### src/rtl/audio_downsample_loopback.sv
// Downsampling stage between the codec ADC and DAC sides: consumes one stereo
// sample per handshake, decimates or block-averages it, and writes it back out.
module audio_downsample_loopback #(
    parameter int DATA_WIDTH  = 32,
    parameter int FACTOR_LOG2 = 2,
    parameter int MODE        = 0,
    parameter int OUT_TIMEOUT = 1024
) (
    input  logic                  CLOCK_50,
    input  logic                  reset,
    input  logic                  bypass,
    input  logic                  audio_in_available,
    input  logic [DATA_WIDTH-1:0] left_channel_audio_in,
    input  logic [DATA_WIDTH-1:0] right_channel_audio_in,
    input  logic                  audio_out_allowed,
    output logic                  read_audio_in,
    output logic                  write_audio_out,
    output logic [DATA_WIDTH-1:0] left_channel_audio_out,
    output logic [DATA_WIDTH-1:0] right_channel_audio_out,
    output logic [15:0]           drop_count
);

    localparam int ACC_W = DATA_WIDTH + FACTOR_LOG2;
    localparam int PH_W  = (FACTOR_LOG2 > 0) ? FACTOR_LOG2 : 1;
    localparam int WC_W  = (OUT_TIMEOUT > 1) ? $clog2(OUT_TIMEOUT) : 1;
    localparam logic [PH_W-1:0] PH_LAST = PH_W'((1 << FACTOR_LOG2) - 1);
    localparam logic [WC_W-1:0] WC_LAST = WC_W'(OUT_TIMEOUT - 1);

    typedef enum logic [1:0] {
        WAIT_IN  = 2'd0,
        CAPTURE  = 2'd1,
        WAIT_OUT = 2'd2,
        EMIT     = 2'd3
    } state_t;

    function automatic logic signed [ACC_W-1:0] sext(input logic signed [DATA_WIDTH-1:0] x);
        return ACC_W'(x);
    endfunction

    // Arithmetic shift floors toward -inf; the quotient always fits DATA_WIDTH.
    function automatic logic signed [DATA_WIDTH-1:0] avg_shift(input logic signed [ACC_W-1:0] s);
        logic signed [ACC_W-1:0] t;
        t = s >>> FACTOR_LOG2;
        return t[DATA_WIDTH-1:0];
    endfunction

    function automatic logic [15:0] sat_inc(input logic [15:0] c);
        return (c == 16'hFFFF) ? c : c + 16'd1;
    endfunction

    state_t                         state_q, state_d;
    logic                           tmo;
    logic                           cap_en;
    logic [WC_W-1:0]                wait_cnt_q;
    logic [15:0]                    drop_cnt_q, drop_cnt_d;
    logic                           rd_vld_p0;
    logic                           wr_vld_p1;
    logic [PH_W-1:0]                phase_q, phase_nxt;
    logic signed [DATA_WIDTH-1:0]   cap_l_p0, cap_r_p0;
    logic signed [ACC_W-1:0]        acc_l_p1, acc_r_p1;
    logic signed [ACC_W-1:0]        sum_l, sum_r;
    logic signed [DATA_WIDTH-1:0]   hold_l_p1, hold_r_p1;

    assign cap_en = (state_q == WAIT_IN) && audio_in_available;

    always_comb begin
        state_d    = state_q;
        tmo        = 1'b0;
        drop_cnt_d = drop_cnt_q;
        case (state_q)
            WAIT_IN:  if (audio_in_available) state_d = CAPTURE;
            CAPTURE:  state_d = WAIT_OUT;
            WAIT_OUT: begin
                if (audio_out_allowed) begin
                    state_d = EMIT;
                end else if (wait_cnt_q == WC_LAST) begin
                    state_d = WAIT_IN;
                    tmo     = 1'b1;
                end
            end
            EMIT:     state_d = WAIT_IN;
            default:  state_d = WAIT_IN;
        endcase
        if (tmo) drop_cnt_d = sat_inc(drop_cnt_q);
    end

    // Handshake pulses are registered from the next state so they line up with it.
    always_ff @(posedge CLOCK_50) begin
        if (!reset) begin
            state_q    <= WAIT_IN;
            rd_vld_p0  <= 1'b0;
            wr_vld_p1  <= 1'b0;
            wait_cnt_q <= '0;
            drop_cnt_q <= '0;
        end else begin
            state_q    <= state_d;
            rd_vld_p0  <= (state_d == CAPTURE);
            wr_vld_p1  <= (state_d == EMIT);
            drop_cnt_q <= drop_cnt_d;
            if (state_q == CAPTURE) begin
                wait_cnt_q <= '0;
            end else if ((state_q == WAIT_OUT) && !audio_out_allowed && !tmo) begin
                wait_cnt_q <= wait_cnt_q + WC_W'(1);
            end
        end
    end

    always_comb begin
        sum_l     = sext(cap_l_p0);
        sum_r     = sext(cap_r_p0);
        phase_nxt = (phase_q == PH_LAST) ? '0 : phase_q + PH_W'(1);
        if (phase_q != '0) begin
            sum_l = acc_l_p1 + sext(cap_l_p0);
            sum_r = acc_r_p1 + sext(cap_r_p0);
        end
    end

    // p0: capture the input pair when it is accepted
    always_ff @(posedge CLOCK_50) begin
        if (!reset) begin
            cap_l_p0 <= '0;
            cap_r_p0 <= '0;
        end else if (cap_en) begin
            cap_l_p0 <= $signed(left_channel_audio_in);
            cap_r_p0 <= $signed(right_channel_audio_in);
        end
    end

    // p1: decimate / average during CAPTURE; hold registers feed the DAC side
    always_ff @(posedge CLOCK_50) begin
        if (!reset) begin
            phase_q   <= '0;
            acc_l_p1  <= '0;
            acc_r_p1  <= '0;
            hold_l_p1 <= '0;
            hold_r_p1 <= '0;
        end else if (state_q == CAPTURE) begin
            if (bypass) begin
                phase_q   <= '0;
                acc_l_p1  <= '0;
                acc_r_p1  <= '0;
                hold_l_p1 <= cap_l_p0;
                hold_r_p1 <= cap_r_p0;
            end else begin
                phase_q <= phase_nxt;
                if (MODE == 0) begin
                    if (phase_q == '0) begin
                        hold_l_p1 <= cap_l_p0;
                        hold_r_p1 <= cap_r_p0;
                    end
                end else begin
                    acc_l_p1 <= sum_l;
                    acc_r_p1 <= sum_r;
                    if (phase_q == PH_LAST) begin
                        hold_l_p1 <= avg_shift(sum_l);
                        hold_r_p1 <= avg_shift(sum_r);
                    end
                end
            end
        end
    end

    assign read_audio_in           = rd_vld_p0;
    assign write_audio_out         = wr_vld_p1;
    assign left_channel_audio_out  = hold_l_p1;
    assign right_channel_audio_out = hold_r_p1;
    assign drop_count              = drop_cnt_q;

endmodule

### config.mk
export PLATFORM = sky130hd
export DESIGN_NAME = audio_downsample_loopback
export DESIGN_NICKNAME = d
export VERILOG_FILES = /design/src/rtl/audio_downsample_loopback.sv
export SDC_FILE = /design/constraint.sdc
export NUM_CORES = 1
export LEC_CHECK = 0
export ABC_CLOCK_PERIOD_IN_PS = 4800
export CAP_MARGIN = 20
export CORE_MARGIN = 10
export CORE_UTILIZATION = 43
export DETAILED_ROUTE_END_ITERATION = 6
export GPL_ROUTABILITY_DRIVEN = 0
export PLACE_DENSITY = 0.76
export SLEW_MARGIN = 25
export SYNTH_ARGS = -nofsm -noshare
export SYNTH_HDL_FRONTEND = slang
export SYNTH_SLANG_ARGS = --single-unit
### constraint.sdc
create_clock -name CLOCK_50 -period 4.8 [get_ports CLOCK_50]
set_input_delay 0.96 -clock CLOCK_50 [delete_from_list [all_inputs] [get_ports CLOCK_50]]
set_output_delay 0.96 -clock CLOCK_50 [all_outputs]
set_load 0.01 [all_outputs]
==> results of run 1 <==
==> worst register-to-register path: stages, from the launching register on <==
cell	delay (ns)
dfxtp_1	0.40
nand4_1	0.32
or4_1	1.00
or4_1	0.62
a21oi_1	0.15
==> state kept, by name (all words and copies together), names as in the netlist <==
signal                   flops
phase_q                      2
write_audio_out              1
wait_cnt_q                  10
left_channel_audio_out      32
drop_count                  16
state_q                      2
cap_r_p0                    32
cap_l_p0                    32
read_audio_in                1
right_channel_audio_out     32
==> layer usage <==
| layer | GRT usage, % | share of wire [%] |
|---|---|---|
| met3 | 4.406 | 6.2 |
| met2 | 26.32 | 48 |
| met5 | 0 | 0 |
| met1 | 19.71 | 43 |
| met4 | 6.199 | 1.8 |
==> metrics by stage <==
step / cell area [um^2] / power, mW / util, % / cells / hold slack, ns
5_1_grt: 8175 / 3.149 / 61.01 / 1060 / 0.4610
2_1_floorplan: 5971 / 1.579 / - / 746 / 0.4319
6_report: 8175 / 3.030 / 61.01 / 1060 / 0.4487
3_5_place_dp: 7577 / 1.711 / 56.55 / 1028 / 0.4416
4_1_cts: 8175 / 3.058 / 61.01 / 1060 / 0.4480
3_3_place_gp: 7577 / 1.707 / 56.55 / 1028 / 0.4369
==> how the worst min path moves through the flow <==
stage / endpoint / slack, ns / cells past startpoint
floorplan: phase_q[1] / 0.43 / 2
global placement: right_channel_audio_out[1] / 0.44 / 2
detailed placement: right_channel_audio_out[4] / 0.44 / 2
CTS: left_channel_audio_out[26] / 0.45 / 2
global route: right_channel_audio_out[1] / 0.46 / 2
finish: left_channel_audio_out[26] / 0.45 / 2
==> power groups by stage <==
stage / Combinational (mW) / Sequential, mW / Clock, mW
finish: 0.270 / 1.41 / 1.35
global placement: 0.272 / 1.44 / 0
CTS: 0.275 / 1.41 / 1.37
detailed placement: 0.273 / 1.44 / 0
floorplan: 0.140 / 1.44 / 0
global route: 0.300 / 1.41 / 1.43
==> synth_stat cells <==
cell type / number / area (um^2)
a2111oi_0: 1 / 8.760
a211oi_1: 1 / 7.510
a21oi_1: 143 / 715.7
and2_1: 1 / 6.260
and3_1: 4 / 25.02
and4_1: 4 / 35.03
and4b_1: 1 / 10.01
buf_2: 2 / 10.01
buf_6: 1 / 11.26
clkbuf_1: 46 / 172.7
dfxtp_1: 160 / 3203
ha_1: 3 / 37.54
inv_1: 9 / 33.78
mux2i_1: 7 / 70.07
nand2_1: 273 / 1025
nand2b_1: 8 / 50.05
nand3_1: 10 / 50.05
nand3b_1: 2 / 15.01
nand4_1: 5 / 31.28
nor2_1: 9 / 33.78
nor2b_1: 2 / 12.51
nor3_1: 3 / 15.01
nor3b_1: 1 / 7.510
nor4_1: 3 / 18.77
nor4_2: 3 / 37.54
nor4b_2: 1 / 15.01
o2111ai_1: 1 / 8.760
o211ai_1: 3 / 22.52
o21a_1: 1 / 7.510
o21ai_0: 6 / 30.03
o21ai_1: 1 / 5.000
o311ai_0: 2 / 17.52
o31a_1: 2 / 17.52
o31ai_1: 7 / 52.55
o41ai_1: 4 / 35.03
or2_2: 1 / 6.260
or3_1: 5 / 31.28
or3b_1: 1 / 8.760
or4_1: 7 / 52.55
xor2_1: 2 / 17.52
==> kinds of logic after synthesis <==
group,Yosys count,share of synthesized area [%]
and+or+nand+nor,344,24.90
adders and majority gates,3,0.6287
muxes,7,1.174
xor gates and xnor gates,2,0.2934
DFF,160,53.65
AOI/OAI and AO/OA,172,15.55
buffers and inverters,58,3.814
==> area by class of cell <==
type                    instances  area, um^2  share of cell area (%)
well taps                     176       220.2                   2.694
multi-input cells             528        2566                   31.39
repair buffers                155        1551                   18.98
flip-flops and latches        160        3203                   39.18
inverters                       9       36.28                  0.4438
clock inverters                11       127.6                   1.561
clock buffers                  21       470.5                   5.755
==> impl_metrics.json, run 1 <==
{
  "worst_slack_ns": 1.682,
  "p_int_mw": 2.310,
  "finClkSkew_ns": 0.01084,
  "die_w_um": 137.8,
  "worstReg2RegEnd": "drop_count[5]",
  "path_cells": "clkdlybuf4s50_1 -> or3b_1 -> or4_1 -> or4_1 -> a21oi_1",
  "rrSetupSlack_ns": 2.24,
  "cts_sinks": 160,
  "pwr-share-seq_pct": 46.5,
  "cts_buffer_depth": 2,
  "vias": 5407,
  "synth-seq-cells": 160,
  "yosysSeqAreaShare_pct": 53.65,
  "fp.dieH_um": 137.8,
  "worst-path-buf-inv": 1,
  "place_ws_ns": 1.240,
  "cap_violations": 0,
  "synthCells": 746,
  "hp-class": "reg2reg",
  "irDropWorstVdd_mv": 0.2127,
  "core_um2": 13400,
  "reg2reg_depth": 4,
  "setup_violations": 0,
  "clockPowerShare_pct": 44.6,
  "ys_warn_count": 0,
  "syn_avg_cell_area_um2": 8.004,
  "cts_buffers": 17,
  "drc": 0,
  "clock.fmax_mhz": 320.7,
  "initial_core_util_pct": 44.56,
  "row_count": 42,
  "final_cell_mix": "nand2_1 (273), dfxtp_1 (160), clkdlybuf4s50_1 (150), a21oi_1 (143), clkbuf_16 (17)",
  "crit_start": "audio_out_allowed",
  "p_leak_nw": 2.787,
  "cts_setup_buffers": 0,
  "wl_per_cell_um": 14.78,
  "grt_pass1_wl_um": 24600,
  "pin_count": 151,
  "grt_util_all_layers_pct": 16.09,
  "routed_via_density": 5.101,
  "switchingPower_mw": 0.7201,
  "hpwl_um": 10210,
  "p_comb_share_pct": 8.9,
  "yosysUniqueCellTypes": 40,
  "antenna_cells": 0,
  "clock_latency_ns": 0.42,
  "status": "complete, no violations",
  "antenna_found_initial": 0,
  "cp_common_cell": "or4_1",
  "grt_pass1_vias": 4819,
  "crit_slowest_cell": "or4_1",
  "fin_setup_tns_ns": 0,
  "crit_required_ns": 5.14,
  "layout.nets": 943,
  "crit_path_end_kind": "flip-flop",
  "final_common_cell": "nand2_1",
  "critical_path_class": "in2reg",
  "syn-num-nets": 818,
  "power_density_nw_per_um2": 370.6,
  "min_period_ns": 3.118,
  "cts_tree": "done",
  "max_stage_delay_ns": 0.87,
  "arrival_ns": 3.46,
  "syn2layout_area_growth_pct": 36.92,
  "port_buffers": 150,
  "h-tree-depth": 4,
  "ant_nets": 0,
  "drive_gt1_share_pct": 5.090,
  "switching_share_pct": 23.77,
  "timing.rr.start": "wait_cnt_q[5]",
  "min_from": "cap_l_p0[26]",
  "routed_wl_um": 15670,
  "critical_path.top_delay_family": "simple AND/OR/NAND/NOR gates",
  "drtIter0Drc": 410,
  "hold_viol": 0,
  "grt_max_degree": 90,
  "tightest_slew_ns": 0.7984,
  "report.final.slew_viol_count": 0,
  "grt_setup_unrepaired": "no",
  "dieArea_um2": 19000,
  "worstSetupStartpointType": "input port",
  "finalCritPeriodShare_pct": 64.96,
  "cts_root_buf": "clkbuf_16",
  "clkTransAtPathRegs_ns": 0.06,
  "overflow": 0,
  "relSlewSlack_pct": 46.77,
  "netlist_area_um2": 5971,
  "fillCellCount": 1205,
  "crit_end": "drop_count[5]",
  "first_pass_iters": 4,
  "cts_resized": 0,
  "postCtsHoldBufs": 0,
  "crit_cells": 5,
  "critPathMaxFanout": 25
}
Power figures use the tool's default switching activity.
==> inputs of run 2 (changes only) <==
Settings changed: ABC_CLOCK_PERIOD_IN_PS 4800 to 2800, PLACE_DENSITY 0.76 to 0.79.
Clock period 4.8 ns to 2.8 ns, I/O delays scaled along.
==> impl_metrics.json, run 2 (synthesized netlist as in run 1, its figures left out) <==
{
  "status": "complete, no violations",
  "worstSetupStartpointType": "input port",
  "crit_slowest_cell": "or4_1",
  "cp_common_cell": "or4_1",
  "drtIter0Drc": 381,
  "grt_pass1_wl_um": 25450,
  "finalCritPeriodShare_pct": 82.79,
  "clock_latency_ns": 0.42,
  "antenna_cells": 0,
  "row_count": 42,
  "wl_per_cell_um": 15.04,
  "pwr-share-seq_pct": 46.0,
  "report.final.slew_viol_count": 0,
  "fp.dieH_um": 137.8,
  "cap_violations": 0,
  "fin_setup_tns_ns": 0,
  "cts_resized": 0,
  "grt_util_all_layers_pct": 16.87,
  "cts_buffers": 17,
  "arrival_ns": 2.68,
  "hpwl_um": 10580,
  "p_leak_nw": 2.855,
  "grt_setup_unrepaired": "no",
  "final_cell_mix": "nand2_1 (273), dfxtp_1 (160), clkdlybuf4s50_1 (150), a21oi_1 (143)",
  "postCtsHoldBufs": 0,
  "final_common_cell": "nand2_1",
  "antenna_found_initial": 0,
  "max_stage_delay_ns": 0.51,
  "power.total_mw": 5.247,
  "cts_root_buf": "clkbuf_16",
  "worst-path-buf-inv": 2,
  "setup_violations": 0,
  "holdWs_ns": 0.4422,
  "clock.fmax_mhz": 431.4,
  "first_pass_iters": 5,
  "dp.cells": 1041,
  "switchingPower_mw": 1.202,
  "hold_viol": 0,
  "routed_wl_um": 16120,
  "cts_tree": "done",
  "p_comb_share_pct": 9.2,
  "relSlewSlack_pct": 50.75,
  "drc": 0,
  "crit_required_ns": 3.16,
  "fin_util_pct": 61.78,
  "pin_count": 151,
  "h-tree-depth": 4,
  "crit_cells": 6,
  "overflow": 0,
  "critical_path.top_delay_family": "simple AND/OR/NAND/NOR gates",
  "critPathMaxFanout": 12,
  "core_um2": 13400,
  "layout.nets": 956,
  "finClkSkew_ns": 0.01408,
  "ant_nets": 0,
  "min_period_ns": 2.318,
  "die_w_um": 137.8,
  "syn2layout_area_growth_pct": 38.66,
  "switching_share_pct": 22.91,
  "critical_path_class": "in2reg",
  "routed_via_density": 5.113,
  "crit_path_end_kind": "flip-flop",
  "initial_core_util_pct": 44.56,
  "irDropWorstVdd_mv": 0.5089,
  "drive_gt1_share_pct": 6.362,
  "dieArea_um2": 19000,
  "cts_setup_buffers": 0,
  "p_int_mw": 4.045,
  "path_cells": "clkdlybuf4s50_1 -> or3b_1 -> or4_1 -> buf_4 -> or4_1 -> a21oi_1",
  "port_buffers": 150,
  "clkTransAtPathRegs_ns": 0.07,
  "holdPathStages": 2,
  "cts_sinks": 160,
  "tightest_slew_ns": 0.7381,
  "reg2reg_depth": 5,
  "clockPowerShare_pct": 44.7,
  "hp-class": "reg2reg",
  "finalNonFillerCells": 1072,
  "power_density_nw_per_um2": 633.8,
  "grt_max_degree": 78,
  "grt_pass1_vias": 5032,
  "cts_buffer_depth": 2,
  "vias": 5481
}
## run 2: path summary, 6_finish.rpt
kind | start | endpoint | slack (ns)
worst min-delay path | cap_r_p0[1] | right_channel_audio_out[1] | 0.44
worst max-delay path | audio_out_allowed | drop_count[3] | 0.48
worst max register to register | state_q[0] | drop_count[3] | 0.62
worst min register to register | cap_r_p0[1] | right_channel_audio_out[1] | 0.44
## run 2: routing by layer
metal / global-route usage [%] / wire length, um / up-vias
li1: - / - / 2780
met1: 20.84 / 6996 / 2539
met2: 27.30 / 7639 / 142
met3: 4.734 / 1175 / 20
met4: 6.489 / 307 / 0
met5: 0 / 0 / -
## run 2: cell type report
cell class | count | area (um^2)
fillers | 1185 | 5121
flip-flops and latches | 160 | 3203
multi-input cells | 528 | 2566
repair buffers | 168 | 1649
clock buffers | 21 | 470.5
well taps | 176 | 220.2
clock inverters | 10 | 133.9
inverters | 9 | 36.28
## run 2: power groups by stage
stage	registers (mW)	clock network, mW	logic, mW
2_1_floorplan	2.47	0	0.240
3_3_place_gp	2.46	0	0.482
3_5_place_dp	2.47	0	0.487
4_1_cts	2.42	2.40	0.491
5_1_grt	2.43	2.49	0.540
6_report	2.42	2.35	0.484
## run 2: worst register-to-register path, stage by stage (launching register included)
cell,delay [ns]
dfxtp_1,0.38
or3b_1,0.41
or4_1,0.50
buf_4,0.19
or4_1,0.51
a21oi_1,0.14
## run 2: per-stage QoR
step,worst slack (ns),cell area (um^2)
after floorplan,0.5558,5971
after global placement,0.07571,7675
after detailed placement,0.05162,7675
after CTS,0.5059,8279
after global routing,0.3564,8279
final,0.4820,8279
==> inputs of run 3 (changes only) <==
Settings changed: ABC_CLOCK_PERIOD_IN_PS 2800 to 2300, PLACE_DENSITY 0.79 to 0.76.
Clock period 2.8 ns to 2.3 ns, I/O delays scaled along.
==> impl_metrics.json, run 3 (synthesized netlist as in run 1, its figures left out) <==
{
  "min_period_ns": 2.294,
  "finalNonFillerCells": 1080,
  "fillCellCount": 1155,
  "routed_via_density": 5.048,
  "fp.dieH_um": 137.8,
  "worst_slack_ns": 0.005655,
  "initial_core_util_pct": 44.56,
  "final_cell_mix": "nand2_1 (273), dfxtp_1 (160), clkdlybuf4s50_1 (150), a21oi_1 (143), buf_4 (18)",
  "cts_buffer_depth": 2,
  "arrival_ns": 2.65,
  "rrSetupSlack_ns": 0.09,
  "syn2layout_area_growth_pct": 40.65,
  "worstReg2RegEnd": "drop_count[7]",
  "antenna_found_initial": 0,
  "cts_root_buf": "clkbuf_16",
  "whs_endpoint": "left_channel_audio_out[12]",
  "wl_per_cell_um": 14.84,
  "fin_setup_tns_ns": 0,
  "ant_nets": 0,
  "critPathMaxFanout": 9,
  "grt_use_met1_pct": 19.95,
  "irDropWorstVdd_mv": 0.4847,
  "dp.cells": 1048,
  "holdWs_ns": 0.4491,
  "drc": 0,
  "cap_violations": 0,
  "core_um2": 13400,
  "clkTransAtPathRegs_ns": 0.06,
  "cts_setup_buffers": 0,
  "holdPathStages": 2,
  "reg2reg_depth": 5,
  "drive_gt1_share_pct": 7.198,
  "hpwl_um": 10710,
  "routed_wl_um": 16030,
  "port_buffers": 150,
  "cts_sinks": 160,
  "final_common_cell": "nand2_1",
  "finalCritPeriodShare_pct": 99.75,
  "grt_max_degree": 77,
  "post-route-cell-area_um2": 8398,
  "hp-class": "reg2reg",
  "timing.rr.start": "state_q[1]",
  "use_met2_pct": 27.33,
  "tightest_slew_ns": 0.7540,
  "finClkSkew_ns": 0.007578,
  "p_leak_nw": 2.912,
  "grt_pass1_wl_um": 25160,
  "vias": 5452,
  "power_density_nw_per_um2": 755.0,
  "grt_util_all_layers_pct": 16.41,
  "busiest_layer": "met2",
  "hold_viol": 0,
  "setup_violations": 0,
  "cts_buffers": 17,
  "pin_count": 151,
  "min_from": "cap_l_p0[12]",
  "cts_tree": "done",
  "dieArea_um2": 19000,
  "clock_latency_ns": 0.42,
  "grt.met3_usage_pct": 4.115,
  "row_count": 42,
  "critical_path_class": "in2reg",
  "crit_path_end_kind": "flip-flop",
  "drtIter0Drc": 366,
  "status": "complete, no violations",
  "place_area_um2": 7802,
  "h-tree-depth": 4,
  "place_ws_ns": -0.3760,
  "worstSetupStartpointType": "input port",
  "overflow": 0,
  "grt_pass1_vias": 5038,
  "layout.nets": 963,
  "clock.fmax_mhz": 435.9,
  "report.final.slew_viol_count": 0,
  "relSlewSlack_pct": 49.70,
  "crit_required_ns": 2.65,
  "die_w_um": 137.8,
  "first_pass_iters": 4
}
[run 3: changes by cell type in the layout (fill, tap and decap cells not counted)]
cell	previous run	this run
buf_4	17	18
or4_1	7	6
or4_4	0	1
clkinvlp_4	2	1
diode_2	0	1
bufinv_16	3	2
clkbuf_8	3	4
buf_12	1	7
clkinv_4	0	1
[run 3: per-stage QoR]
step | utilization (%) | power (mW)
floorplan | - | 3.296
finish | 62.67 | 6.340
global route | 62.65 | 6.577
global placement | 58.23 | 3.616
detailed placement | 58.23 | 3.624
CTS | 62.62 | 6.418
[run 3: worst max-delay path by stage]
| stage | startpoint | to | slack, ns | cells after the start |
|---|---|---|---|---|
| 2_1_floorplan | audio_out_allowed | drop_count[9] | 0.16 | 6 |
| 3_3_place_gp | audio_out_allowed | drop_count[7] | -0.32 | 6 |
| 3_5_place_dp | audio_out_allowed | drop_count[7] | -0.38 | 6 |
| 4_1_cts | audio_out_allowed | drop_count[7] | 0.06 | 6 |
| 5_1_grt | audio_out_allowed | drop_count[7] | -0.03 | 6 |
| 6_report | audio_out_allowed | drop_count[7] | 0.006 | 6 |
[run 3: power breakdown]
part	leakage [nW]	total, mW	internal [mW]	switching [mW]
Sequential	1.30	2.94	2.88	0.0528
Combinational	1.32	0.619	0.286	0.332
Clock	0.292	2.78	1.70	1.08
Total	2.91	6.34	4.88	1.46
[run 3: final cells by class]
cell class	instances	area (um^2)	share of cell area [%]
Clock inverter	9	105.1	1.251
Tap cell	176	220.2	2.622
Sequential cell	160	3203	38.14
Antenna cell	1	2.502	0.02980
Clock buffer	22	484.2	5.766
Inverter	9	36.28	0.4321
Multi-Input combinational cell	528	2570	30.60
Timing Repair Buffer	175	1777	21.16
[run 3: critical path: stages]
cell and delay [ns]:
clkdlybuf4s50_1 0.44, or3b_1 0.40, or4_4 0.50, buf_4 0.18, or4_1 0.51, a21oi_1 0.15
[run 3: timing repair]
item,CTS,global route
hold buffers,0,0
resized for setup,0,1
endpoints found under the setup margin,0,2
[run 3: per-layer routing]
metal  up-vias  part of all wire (%)
li1       2794                     -
met1      2530                    44
met2       112                    50
met3        16                   4.9
met4         0                   1.3
met5         -                     0
